<file path="config.mk">
export PLATFORM = sky130hd
export DESIGN_NAME = gated_logic_pipe_flat
export DESIGN_NICKNAME = d
export VERILOG_FILES = /design/src/rtl/gated_logic_pkg.sv /design/src/rtl/gated_logic_pipe_if.sv /design/src/rtl/gated_logic_stage.sv /design/src/rtl/gated_logic_pipe.sv /design/src/flat_wrapper.sv
export SDC_FILE = /design/constraint.sdc
export NUM_CORES = 1
export LEC_CHECK = 0
export ABC_AREA = 1
export BUFFER_PORTS_ARGS = -buffer_cell sky130_fd_sc_hd__buf_2
export CAP_MARGIN = 30
export CORE_ASPECT_RATIO = 1.4
export CORE_UTILIZATION = 53
export DETAILED_ROUTE_END_ITERATION = 7
export PLACE_DENSITY = 0.95
export SYNTH_ARGS = -nofsm -noshare
export SYNTH_HDL_FRONTEND = slang
export SYNTH_SLANG_ARGS = --single-unit
</file>
<file path="constraint.sdc">
create_clock -name clk -period 3.8 [get_ports clk]
set_input_delay 0.95 -clock clk [delete_from_list [all_inputs] [get_ports clk]]
set_output_delay 0.95 -clock clk [all_outputs]
set_load 0.005 [all_outputs]
</file>
<file path="src/rtl/gated_logic_pkg.sv">
// Shared types and helpers for the gated logic pipeline.
// Optional feature macro used by this slice: GLP_PARITY_EN (adds y_par).
package gated_logic_pkg;

    localparam int GLP_WIDTH_DEF = 8;
    localparam int GLP_DEPTH_DEF = 2;
    localparam int GLP_CNT_W_DEF = 16;

    // Widest operand glp_eval handles; callers size-cast in and out.
    localparam int GLP_MAX_W = 64;

    // Bitwise gate function: y = ~a & (~(b & c) | d).
    function automatic logic [GLP_MAX_W-1:0] glp_eval(
        input logic [GLP_MAX_W-1:0] a,
        input logic [GLP_MAX_W-1:0] b,
        input logic [GLP_MAX_W-1:0] c,
        input logic [GLP_MAX_W-1:0] d
    );
        return ~a & (~(b & c) | d);
    endfunction

endpackage

</file>
<file path="src/rtl/gated_logic_pipe_if.sv">
// Operand/result handshake bundle for gated_logic_pipe.
// Optional feature macro: GLP_PARITY_EN (adds y_par to the result side).
//
// Handshake semantics (both sides): a beat transfers on a rising edge where
// valid & ready are both high. Once valid is raised it, and its payload, stay
// stable until the transfer; ready may be combinational and may depend on
// the downstream ready; valid never depends on ready.
interface gated_logic_pipe_if
    import gated_logic_pkg::*;
#(
    parameter int WIDTH = GLP_WIDTH_DEF
) ();

    logic             in_valid;
    logic             in_ready;
    logic [WIDTH-1:0] a;
    logic [WIDTH-1:0] b;
    logic [WIDTH-1:0] c;
    logic [WIDTH-1:0] d;

    logic             out_valid;
    logic             out_ready;
    logic [WIDTH-1:0] y;
    logic             y_any;
`ifdef GLP_PARITY_EN
    logic             y_par;
`endif

    modport master (
        output in_valid, a, b, c, d, out_ready,
        input  in_ready, out_valid, y, y_any
`ifdef GLP_PARITY_EN
        , input y_par
`endif
    );

    modport slave (
        input  in_valid, a, b, c, d, out_ready,
        output in_ready, out_valid, y, y_any
`ifdef GLP_PARITY_EN
        , output y_par
`endif
    );

endinterface

</file>
<file path="src/rtl/gated_logic_stage.sv">
// One valid/ready register slice. Accepts a new beat when empty or when its
// current beat leaves in the same cycle, so a chain of slices runs at one
// beat per cycle and holds its data stable while stalled.
module gated_logic_stage
    import gated_logic_pkg::*;
#(
    parameter int DW = GLP_WIDTH_DEF
) (
    input  logic          clk,
    input  logic          rst_n,
    input  logic          in_valid,
    output logic          in_ready,
    input  logic [DW-1:0] in_data,
    output logic          out_valid,
    input  logic          out_ready,
    output logic [DW-1:0] out_data
);

    logic          full;
    logic [DW-1:0] data;
    logic          load;

    assign in_ready  = ~full | out_ready;
    assign load      = in_valid & in_ready;
    assign out_valid = full;
    assign out_data  = data;

    // Occupancy and payload register; data only changes on a load.
    always_ff @(posedge clk or negedge rst_n) begin
        if (!rst_n) begin
            full <= 1'b0;
            data <= '0;
        end else if (load) begin
            full <= 1'b1;
            data <= in_data;
        end else if (out_ready) begin
            full <= 1'b0;
        end
    end

endmodule

</file>
<file path="src/rtl/gated_logic_pipe.sv">
// Pipelined bitwise gate y = ~a & (~(b & c) | d) over DEPTH valid/ready
// slices, with a saturating count of output beats that have any bit set.
// Optional feature macro: GLP_PARITY_EN (even parity y_par carried with y).
// WIDTH is limited to GLP_MAX_W by the package evaluator.
module gated_logic_pipe
    import gated_logic_pkg::*;
#(
    parameter int WIDTH = GLP_WIDTH_DEF,
    parameter int DEPTH = GLP_DEPTH_DEF,
    parameter int CNT_W = GLP_CNT_W_DEF
) (
    input  logic               clk,
    input  logic               rst_n,
    gated_logic_pipe_if.slave  bus,
    input  logic               cnt_clr,
    output logic [CNT_W-1:0]   hit_cnt
);

`ifdef GLP_PARITY_EN
    localparam int PAR_W = 1;
`else
    localparam int PAR_W = 0;
`endif
    localparam int DW = WIDTH + PAR_W;
    localparam logic [CNT_W-1:0] CNT_MAX = '1;

    logic [WIDTH-1:0] eval_y;
    logic [DW-1:0]    stage_in;
    logic [DW-1:0]    stage_out;

    // The function is evaluated once, on the incoming operands; later
    // slices only carry the result.
    assign eval_y = WIDTH'(glp_eval(GLP_MAX_W'(bus.a), GLP_MAX_W'(bus.b),
                                    GLP_MAX_W'(bus.c), GLP_MAX_W'(bus.d)));

`ifdef GLP_PARITY_EN
    assign stage_in = {^eval_y, eval_y};
`else
    assign stage_in = eval_y;
`endif

    for (genvar k = 0; k < DEPTH; k++) begin : stg
        logic          vin;
        logic          rin;
        logic          vout;
        logic          rout;
        logic [DW-1:0] din;
        logic [DW-1:0] dout;

        if (k == 0) begin : g_head
            assign vin = bus.in_valid;
            assign din = stage_in;
        end else begin : g_link
            assign vin = stg[k-1].vout;
            assign din = stg[k-1].dout;
        end

        if (k == DEPTH - 1) begin : g_tail
            assign rout = bus.out_ready;
        end else begin : g_next
            assign rout = stg[k+1].rin;
        end

        gated_logic_stage #(.DW(DW)) u_stage (
            .clk       (clk),
            .rst_n     (rst_n),
            .in_valid  (vin),
            .in_ready  (rin),
            .in_data   (din),
            .out_valid (vout),
            .out_ready (rout),
            .out_data  (dout)
        );
    end

    assign bus.in_ready  = stg[0].rin;
    assign bus.out_valid = stg[DEPTH-1].vout;
    assign stage_out     = stg[DEPTH-1].dout;
    assign bus.y         = stage_out[WIDTH-1:0];
    assign bus.y_any     = |stage_out[WIDTH-1:0];
`ifdef GLP_PARITY_EN
    assign bus.y_par     = stage_out[WIDTH];
`endif

    // Saturating hit counter; a clear in the same cycle as a hit wins.
    always_ff @(posedge clk or negedge rst_n) begin
        if (!rst_n) begin
            hit_cnt <= '0;
        end else if (cnt_clr) begin
            hit_cnt <= '0;
        end else if (bus.out_valid && bus.out_ready && bus.y_any && (hit_cnt != CNT_MAX)) begin
            hit_cnt <= hit_cnt + CNT_W'(1);
        end
    end

endmodule

</file>
<file path="src/flat_wrapper.sv">
// flat-port wrapper written by rule: the top's interface ports become plain ports
module gated_logic_pipe_flat import gated_logic_pkg::*;
#(
    parameter int WIDTH = GLP_WIDTH_DEF,
    parameter int DEPTH = GLP_DEPTH_DEF,
    parameter int CNT_W = GLP_CNT_W_DEF
)
  (clk, rst_n, cnt_clr, hit_cnt, bus_in_valid, bus_a, bus_b, bus_c, bus_d, bus_out_ready, bus_in_ready, bus_out_valid, bus_y, bus_y_any);
  gated_logic_pipe_if #(.WIDTH(WIDTH)) bus_i ();
  input  logic clk;
  input  logic rst_n;
  input  logic cnt_clr;
  output logic [CNT_W-1:0] hit_cnt;
  input wire logic [$bits(bus_i.in_valid)-1:0] bus_in_valid;
  input wire logic [$bits(bus_i.a)-1:0] bus_a;
  input wire logic [$bits(bus_i.b)-1:0] bus_b;
  input wire logic [$bits(bus_i.c)-1:0] bus_c;
  input wire logic [$bits(bus_i.d)-1:0] bus_d;
  input wire logic [$bits(bus_i.out_ready)-1:0] bus_out_ready;
  output wire logic [$bits(bus_i.in_ready)-1:0] bus_in_ready;
  output wire logic [$bits(bus_i.out_valid)-1:0] bus_out_valid;
  output wire logic [$bits(bus_i.y)-1:0] bus_y;
  output wire logic [$bits(bus_i.y_any)-1:0] bus_y_any;
  assign bus_i.in_valid = bus_in_valid;
  assign bus_i.a = bus_a;
  assign bus_i.b = bus_b;
  assign bus_i.c = bus_c;
  assign bus_i.d = bus_d;
  assign bus_i.out_ready = bus_out_ready;
  assign bus_in_ready = bus_i.in_ready;
  assign bus_out_valid = bus_i.out_valid;
  assign bus_y = bus_i.y;
  assign bus_y_any = bus_i.y_any;
  gated_logic_pipe #(.WIDTH(WIDTH), .DEPTH(DEPTH), .CNT_W(CNT_W)) u_core (.clk(clk), .rst_n(rst_n), .bus(bus_i), .cnt_clr(cnt_clr), .hit_cnt(hit_cnt));
endmodule
</file>
* Yosys cells after proc, flatten, opt, wreduce, memory -nomap -nowiden
Cells that the tools add are included.
** Cells by class
- Eq/ne operators :: 1
- $add $sub $neg :: 1
- Bitwise gates (word level) :: 11
- Reductions and logical operators :: 7
- Muxes and demuxes :: 6
** Operator list (count)
- $mux 16 :: 2
- $add 16x1->16 const B :: 1
- $and 8x8->8 :: 2
- $ne 16x16->1 const B :: 1
- $not 8->8 :: 2
- $or 8x8->8 :: 1
- $reduce_or 8->1 :: 1
- $reduce_bool 2->1 :: 3
- $mux 1 :: 4
- $logic_and 1x1->1 :: 3
- $and 1x1->1 :: 2
- $not 1->1 :: 2
- $or 1x1->1 :: 2
** Word-level totals
- Input port bits :: 37
- Register bits after elaboration :: 34
- Output and inout bits :: 27

* Logic depth before layout (Yosys ltp)
Gate-level depths: netlist of run 1.
- Depth after elaboration :: 5
- Depth in mapped cells :: 10
- Depth with buffers taken out :: 9

* Modules after synthesis
From an unflattened synthesis of run 1, not the netlist that was laid out.
** Second synthesis, totals
- Cell total of the unflattened synthesis :: 264
- Area total of the unflattened synthesis :: 1919.3 sq um
** Modules (own cells, without submodules)
- gated_logic_pipe :: instances 1, area an instance 1183.6 sq um, sequential area each 400.4 sq um, cells an instance 186
- gated_logic_stage :: instances 2, area an instance 367.9 sq um, sequential area each 225.2 sq um, cells an instance 39

* Least setup slack after synthesis of run 1
Ideal clock, no wire load.
- Path type :: input port to output port
- From :: input bus_out_ready
- To :: output bus_in_ready
- Arrival :: 1.099 ns
- Cell stages on the path :: 2
- Path slack :: 1.751 ns
- Cells stage by stage :: inv_1 nand3_1
** On the way
- Longest elaborated chain between the ends :: 2
** Ends and longest elaborated chain
- start: declaration :: line flat_wrapper.sv:19 : input wire logic [$bits(bus_i.out_ready)-1:0] bus_out_ready;
- $or 1x1->1 (2 in series) :: line gated_logic_stage.sv:23 : assign in_ready = ~full | out_ready;
- end: declaration :: line flat_wrapper.sv:20 : output wire logic [$bits(bus_i.in_ready)-1:0] bus_in_ready;
Every way passes these cells.

* Worst setup path in the final report of run 1
Ends and elaborated chain as after synthesis.

==> reports/metrics.cfg, run 1 <==
[sta]
skew_ps=8.02
fmax_mhz=432
final_hold_viol_count=0
finalSetupTns_ps=0
relSlewSlack_pct=50.1
rsz0062_at_grt=no
slew_violations=0
finalCritPeriodShare_pct=60.9
tightest_slew_ps=748
setup_violations=0
finalCriticalPeriod_ps=2310

[grt]
grt_overflow=0
use_met2_pct=49.1
met1_usage_pct=25.0
gr-usage-all-layers_pct=25.3
top_usage_layer=met2
grt_use_met3_pct=4.95
grt_pass1_vias=1707
grt_start_max_net_pins=35
grt_first_pass_wirelength_um=7000
antenna_found_initial=0

[run_status]
outcome=finished clean

[drt]
firstDrtPassIters=4
antenna_left=0
wl_per_cell_um=11.9
drt_iter0_drc=51
drcViolationCount=0
via_per_inst=5.27
num_vias=1801
finalWirelength_um=4070

[hold_path]
hold-path-endpoint=u_core.stg[0].u_stage.out_data[0]$_DFFE_PN0P_
hp-class=register to register
hold_depth=2
min-delay-start=u_core.stg[0].u_stage.out_data[0]$_DFFE_PN0P_

[synthesis]
synthesis.nets=275
synth.avg_cell_area_um2=7.57
seq_area_frac_synth_pct=47.4
synth_edf_count=0
syn_area_um2=1790
synth.most_common_cell=nand2_1
synthTopCellsByArea=dfrtp_1 (47%), nand2_1 (19%), nor2_1 (6.1%)
synth_cells=237
synth_area_leader_cell=dfrtp_1
synth_ff_type=dfrtp_1
synth_seq_cells=34
async_flop_share_pct=100
synth_commonest_cells=nand2_1 (92), dfrtp_1 (34), nor2_1 (29), inv_1 (17), nand4_1 (12)
ys_warn_count=0
synth_top_area_share_pct=47.4
yosysUniqueCellTypes=23

[clocking]
cts.repair.resized=0
cts_tree=built
cts_max_path_buffers=2
cts_setup_buffers=0
h-tree-depth=2
clk_pin_slew_worst_paths_ps=70
insertion_delay_ps=280
cts_root_buf=clkbuf_8
clock_sinks=34
numCtsBuffers=5
ctsHoldBuffers=0

[critical_path]
crit-reg2reg-launch=u_core.hit_cnt[1]$_DFFE_PN0P_
cp_max_fo=3
crit_arrival_ps=1360
r2r-end=u_core.hit_cnt[14]$_DFFE_PN0P_
slowest_stage=buf_2
setup.worst_path.start_class=input pin
slowest_delay_ps=140
reg2regPathDepth=9
critPathTopFamily=buffers and inverters
crit_path_cell_trace=buf_2 > inv_1 > nand3_1 > buf_2
critPathCaptureType=output pin
path_buf_inv=3
crit_top_cell=buf_2
reg2reg_slack_ps=2070
worstSetupPathType=input pin to output pin
cp.required_ps=2850

[placed_design]
dpl.hpwl_um=3000
routabilityCongestion=0.867
port_buffers=63

[run]
cap_violations=0

[floorplanning]
ios=64
coreArea_um2=3180
start_util_pct=56.4
fp.dieW_um=51.2
dieArea_um2=3630
num_rows=24
die_h_um=70.8

[pwr]
p_leak_nw=1.18
ir_worst_vdd_mv=0.289
powerDensity_nw_per_um2=398

[finish]
nFillCells=275
final_util_pct=69.8
area_delta_synth_final_pct=23.8
regArea_um2=851
nets=340
drive_gt1_share_pct=25.1
multi_input_area_um2=845
diodes=0

## final cells by class
| class | count | share of cell area, % |
|---|---|---|
| clock buffer | 7 | 3.89 |
| tap | 39 | 2.20 |
| sequential | 34 | 38.3 |
| clock inverter | 1 | 0.225 |
| timing repair buffer | 63 | 14.2 |
| inverter | 19 | 3.21 |
| multi-input combinational | 179 | 38.0 |
## kinds of logic after synthesis
kind of cell / Yosys count / share of synthesized area (%)
compound gates: 25 / 8.79
xor+xnor: 4 / 1.95
flops: 34 / 47.4
fa+ha+maj: 1 / 0.697
buf+inv: 24 / 5.51
simple gates: 149 / 35.6
## metal layers
layer,vias up,part of all wire [%]
li1,899,-
met1,817,39
met2,78,53
met3,7,6.6
met4,0,1.8
met5,-,0
## flip-flops by register name, indices dropped and copies added, names as in the netlist
register                      cells
u_core.hit_cnt                   16
u_core.stg.u_stage.out_data      16
u_core.stg.u_stage.out_valid      2
## tightest hold or removal path: stages (launching register included)
cell and delay [ps]:
dfrtp_1 350, nand2_1 50, o31ai_1 50
## per-stage QoR
| step | instance area [um2] | cells | power [mW] | setup slack, ps | hold WS [ps] |
|---|---|---|---|---|---|
| floorplan | 1790 | 237 | 0.536 | 1750 | 452 |
| detailed placement | 2130 | 334 | 0.619 | 1490 | 470 |
| global placement | 2130 | 334 | 0.608 | 1510 | 464 |
| finish | 2220 | 342 | 0.885 | 1490 | 482 |
| global route | 2220 | 342 | 0.933 | 1440 | 515 |
| CTS | 2220 | 342 | 0.890 | 1480 | 486 |
## power by group
group	switching [mW]	internal (mW)
Clock	0.131	0.146
Sequential	0.0329	0.406
Combinational	0.0998	0.0696
## placed cells by master (no fill, tap or decap), types with 2 or more instances in the layout
master	synthesis	final
buf_2	1	63
clkbuf_8	0	6
dfrtp_1	34	34
inv_1	17	17
nand2_1	92	92
nand3_1	11	11
nand4_1	12	12
nor2_1	29	29
nor2_4	2	2
o21ai_0	9	9
o21ai_1	2	2
o21bai_1	4	4
o31ai_1	8	8
xor2_1	4	4
## worst max-delay path by stage
| stage | from | endpoint | slack [ps] | cells after the start |
|---|---|---|---|---|
| after global placement | bus_out_ready | bus_in_ready | 1510 | 4 |
| final | bus_out_ready | bus_in_ready | 1490 | 4 |
| after global routing | bus_out_ready | bus_in_ready | 1440 | 4 |
| after CTS | bus_out_ready | bus_in_ready | 1480 | 4 |
| after floorplan | bus_out_ready | bus_in_ready | 1750 | 2 |
| after detailed placement | bus_out_ready | bus_in_ready | 1490 | 4 |
No activity file was read; power rests on OpenSTA's default activity.
==> run 2, diff against run 1 <==
- ABC_AREA: 1 -> 0
- CORE_UTILIZATION: 53 -> 48
- PLACE_DENSITY: 0.95 -> 0.9
- clock period: 3.8 -> 2.2 ns (I/O delays scaled with it)
==> run 2 against run 1 <==
First-iteration DRC count down 35%. Largest cell class unchanged. Global-route usage down 4.3 points. Synthesized area down 7.3%. Core utilization down 4.6 points. Wire length down 14%. Die area up 2.2%. Sequential cell count unchanged. Design area down 5.7%. Critical endpoint is now bus_y_any. Worst hold slack worse by 170 ps. Synthesized cell count down 31%. Critical path type is now register to output pin. Via count down 18%.
==> reports/metrics.cfg, run 2 <==
[synthesis]
synth_edf_count=0
ys_warn_count=0
synth.most_common_cell=dfrtp_1
syn_area_um2=1660
synthesis.nets=202
synth_cells=164
synthTopCellsByArea=dfrtp_1 (51%), xnor2_1 (5.8%), mux2_2 (5.4%)
yosysUniqueCellTypes=32
synth_area_leader_cell=dfrtp_1
synth_top_area_share_pct=51.2
seq_area_frac_synth_pct=51.2
synth_ff_type=dfrtp_1
async_flop_share_pct=100
synth_commonest_cells=dfrtp_1 (34), nor2_1 (24), nand2_1 (23), xnor2_1 (11)
synth.avg_cell_area_um2=10.1
synth_seq_cells=34

[drt]
firstDrtPassIters=4
via_per_inst=5.46
num_vias=1475
antenna_left=0
drcViolationCount=0
finalWirelength_um=3520
wl_per_cell_um=13.0
drt_iter0_drc=33

[finish]
diodes=0
drive_gt1_share_pct=36.4
nets=268
final_common_cell=buf_2
final_cell_mix=buf_2 (63), dfrtp_1 (34), nor2_1 (24)
nFillCells=245
final_cells=270
area_delta_synth_final_pct=26.0

[critical_path]
critPathCaptureType=output pin
setup.worst_path.start_class=register
crit_arrival_ps=1470
cp.required_ps=1650
reg2regPathDepth=6
worstSetupPathType=register to output pin
cp_max_fo=3

[floorplanning]
coreArea_um2=3210
ios=64
die_h_um=71.6
fp.dieW_um=51.7
start_util_pct=51.8
num_rows=24
dieArea_um2=3710

[clocking]
clk_pin_slew_worst_paths_ps=70
cts.repair.resized=0
cts_setup_buffers=0
cts_root_buf=clkbuf_8
cts_tree=built
ctsHoldBuffers=0
cts_max_path_buffers=2
h-tree-depth=2
clock_sinks=34
insertion_delay_ps=290
numCtsBuffers=5

[hold_path]
hp-class=input pin to asynchronous set/reset pin

[run]
cap_violations=0

[sta]
hold_ws_ps=311
final_hold_viol_count=0
skew_ps=1.58
slew_violations=0
rsz0062_at_grt=no
finalSetupTns_ps=0
setup_violations=0
finalCritPeriodShare_pct=91.7
relSlewSlack_pct=52.1
tightest_slew_ps=718
finalCriticalPeriod_ps=2020
fmax_mhz=496

[grt]
grt_overflow=0
grt_first_pass_wirelength_um=5660
gr-usage-all-layers_pct=21.0
antenna_found_initial=0
grt_start_max_net_pins=35
grt_pass1_vias=1352

[placed_design]
port_buffers=63
dpl.hpwl_um=2640
routabilityCongestion=0.828
dpl.cell_count=262

[run_status]
outcome=finished clean

[pwr]
p_leak_nw=1.05
powerDensity_nw_per_um2=686
ir_worst_vdd_mv=0.524

run 2: worst paths after layout:
| check | startpoint | endpoint | slack (ps) |
|---|---|---|---|
| worst max register to register | u_core.hit_cnt[0]$_DFFE_PN0P_ | u_core.hit_cnt[5]$_DFFE_PN0P_ | 320 |
| min in group clk | bus_a[3] | u_core.stg[0].u_stage.out_data[3]$_DFFE_PN0P_ | 430 |
| worst min register to register | u_core.stg[0].u_stage.out_data[0]$_DFFE_PN0P_ | u_core.stg[0].u_stage.out_data[0]$_DFFE_PN0P_ | 470 |
| worst max-delay path | u_core.stg[1].u_stage.out_data[5]$_DFFE_PN0P_ | bus_y_any | 180 |
| max in group asynchronous | rst_n | u_core.hit_cnt[14]$_DFFE_PN0P_ | 1430 |
| worst min-delay path | rst_n | u_core.hit_cnt[5]$_DFFE_PN0P_ | 310 |
run 2: power by group:
part,leakage [nW],switching [mW],internal (mW)
clock network,0.0482,0.226,0.252
logic,0.554,0.108,0.112
registers,0.443,0.0503,0.689
total,1.05,0.384,1.05
run 2: routing by layer:
| layer | GRT usage [%] | up-vias | routed length [um] |
|---|---|---|---|
| met5 | 0 | - | 0 |
| li1 | - | 707 | - |
| met2 | 33.9 | 74 | 1770 |
| met4 | 11.4 | 0 | 89 |
| met3 | 7.86 | 7 | 319 |
| met1 | 23.5 | 687 | 1350 |
run 2: per-stage QoR:
step	utilization, %	setup WS (ps)	cell area, um2	power, mW
CTS	65.2	196	2100	1.45
floorplan	-	517	1660	0.860
finish	65.2	183	2100	1.44
global route	65.2	145	2100	1.50
detailed placement	62.4	347	2000	0.973
global placement	62.4	406	2000	0.961
run 2: critical path: stages, from the launching register on:
cell	delay [ps]
dfrtp_1	390
nor4_1	540
nand2_1	100
buf_2	150
run 2: cells by family (layout without fill, tap and decap cells):
| group | count (synthesis) | in the layout | synth area share, % |
|---|---|---|---|
| AO/OA/AOI/OAI | 14 | 14 | 5.79 |
| XOR/XNOR | 13 | 13 | 6.85 |
| adder cells (fa/ha/maj) | 1 | 1 | 0.752 |
| buffers and inverters | 6 | 73 | 1.81 |
| flip-flops | 34 | 34 | 51.2 |
| multiplexers | 9 | 9 | 6.02 |
| AND/OR/NAND/NOR | 87 | 87 | 27.6 |
run 2: layout make-up:
cell class | instances | area (um2) | share of cell area, %
Clock buffer | 7 | 86.3 | 4.12
Sequential cell | 34 | 851 | 40.6
Tap cell | 39 | 48.8 | 2.33
Inverter | 2 | 7.51 | 0.358
Timing Repair Buffer | 63 | 315 | 15.0
Multi-Input combinational cell | 124 | 782 | 37.3
Clock inverter | 1 | 5.00 | 0.239
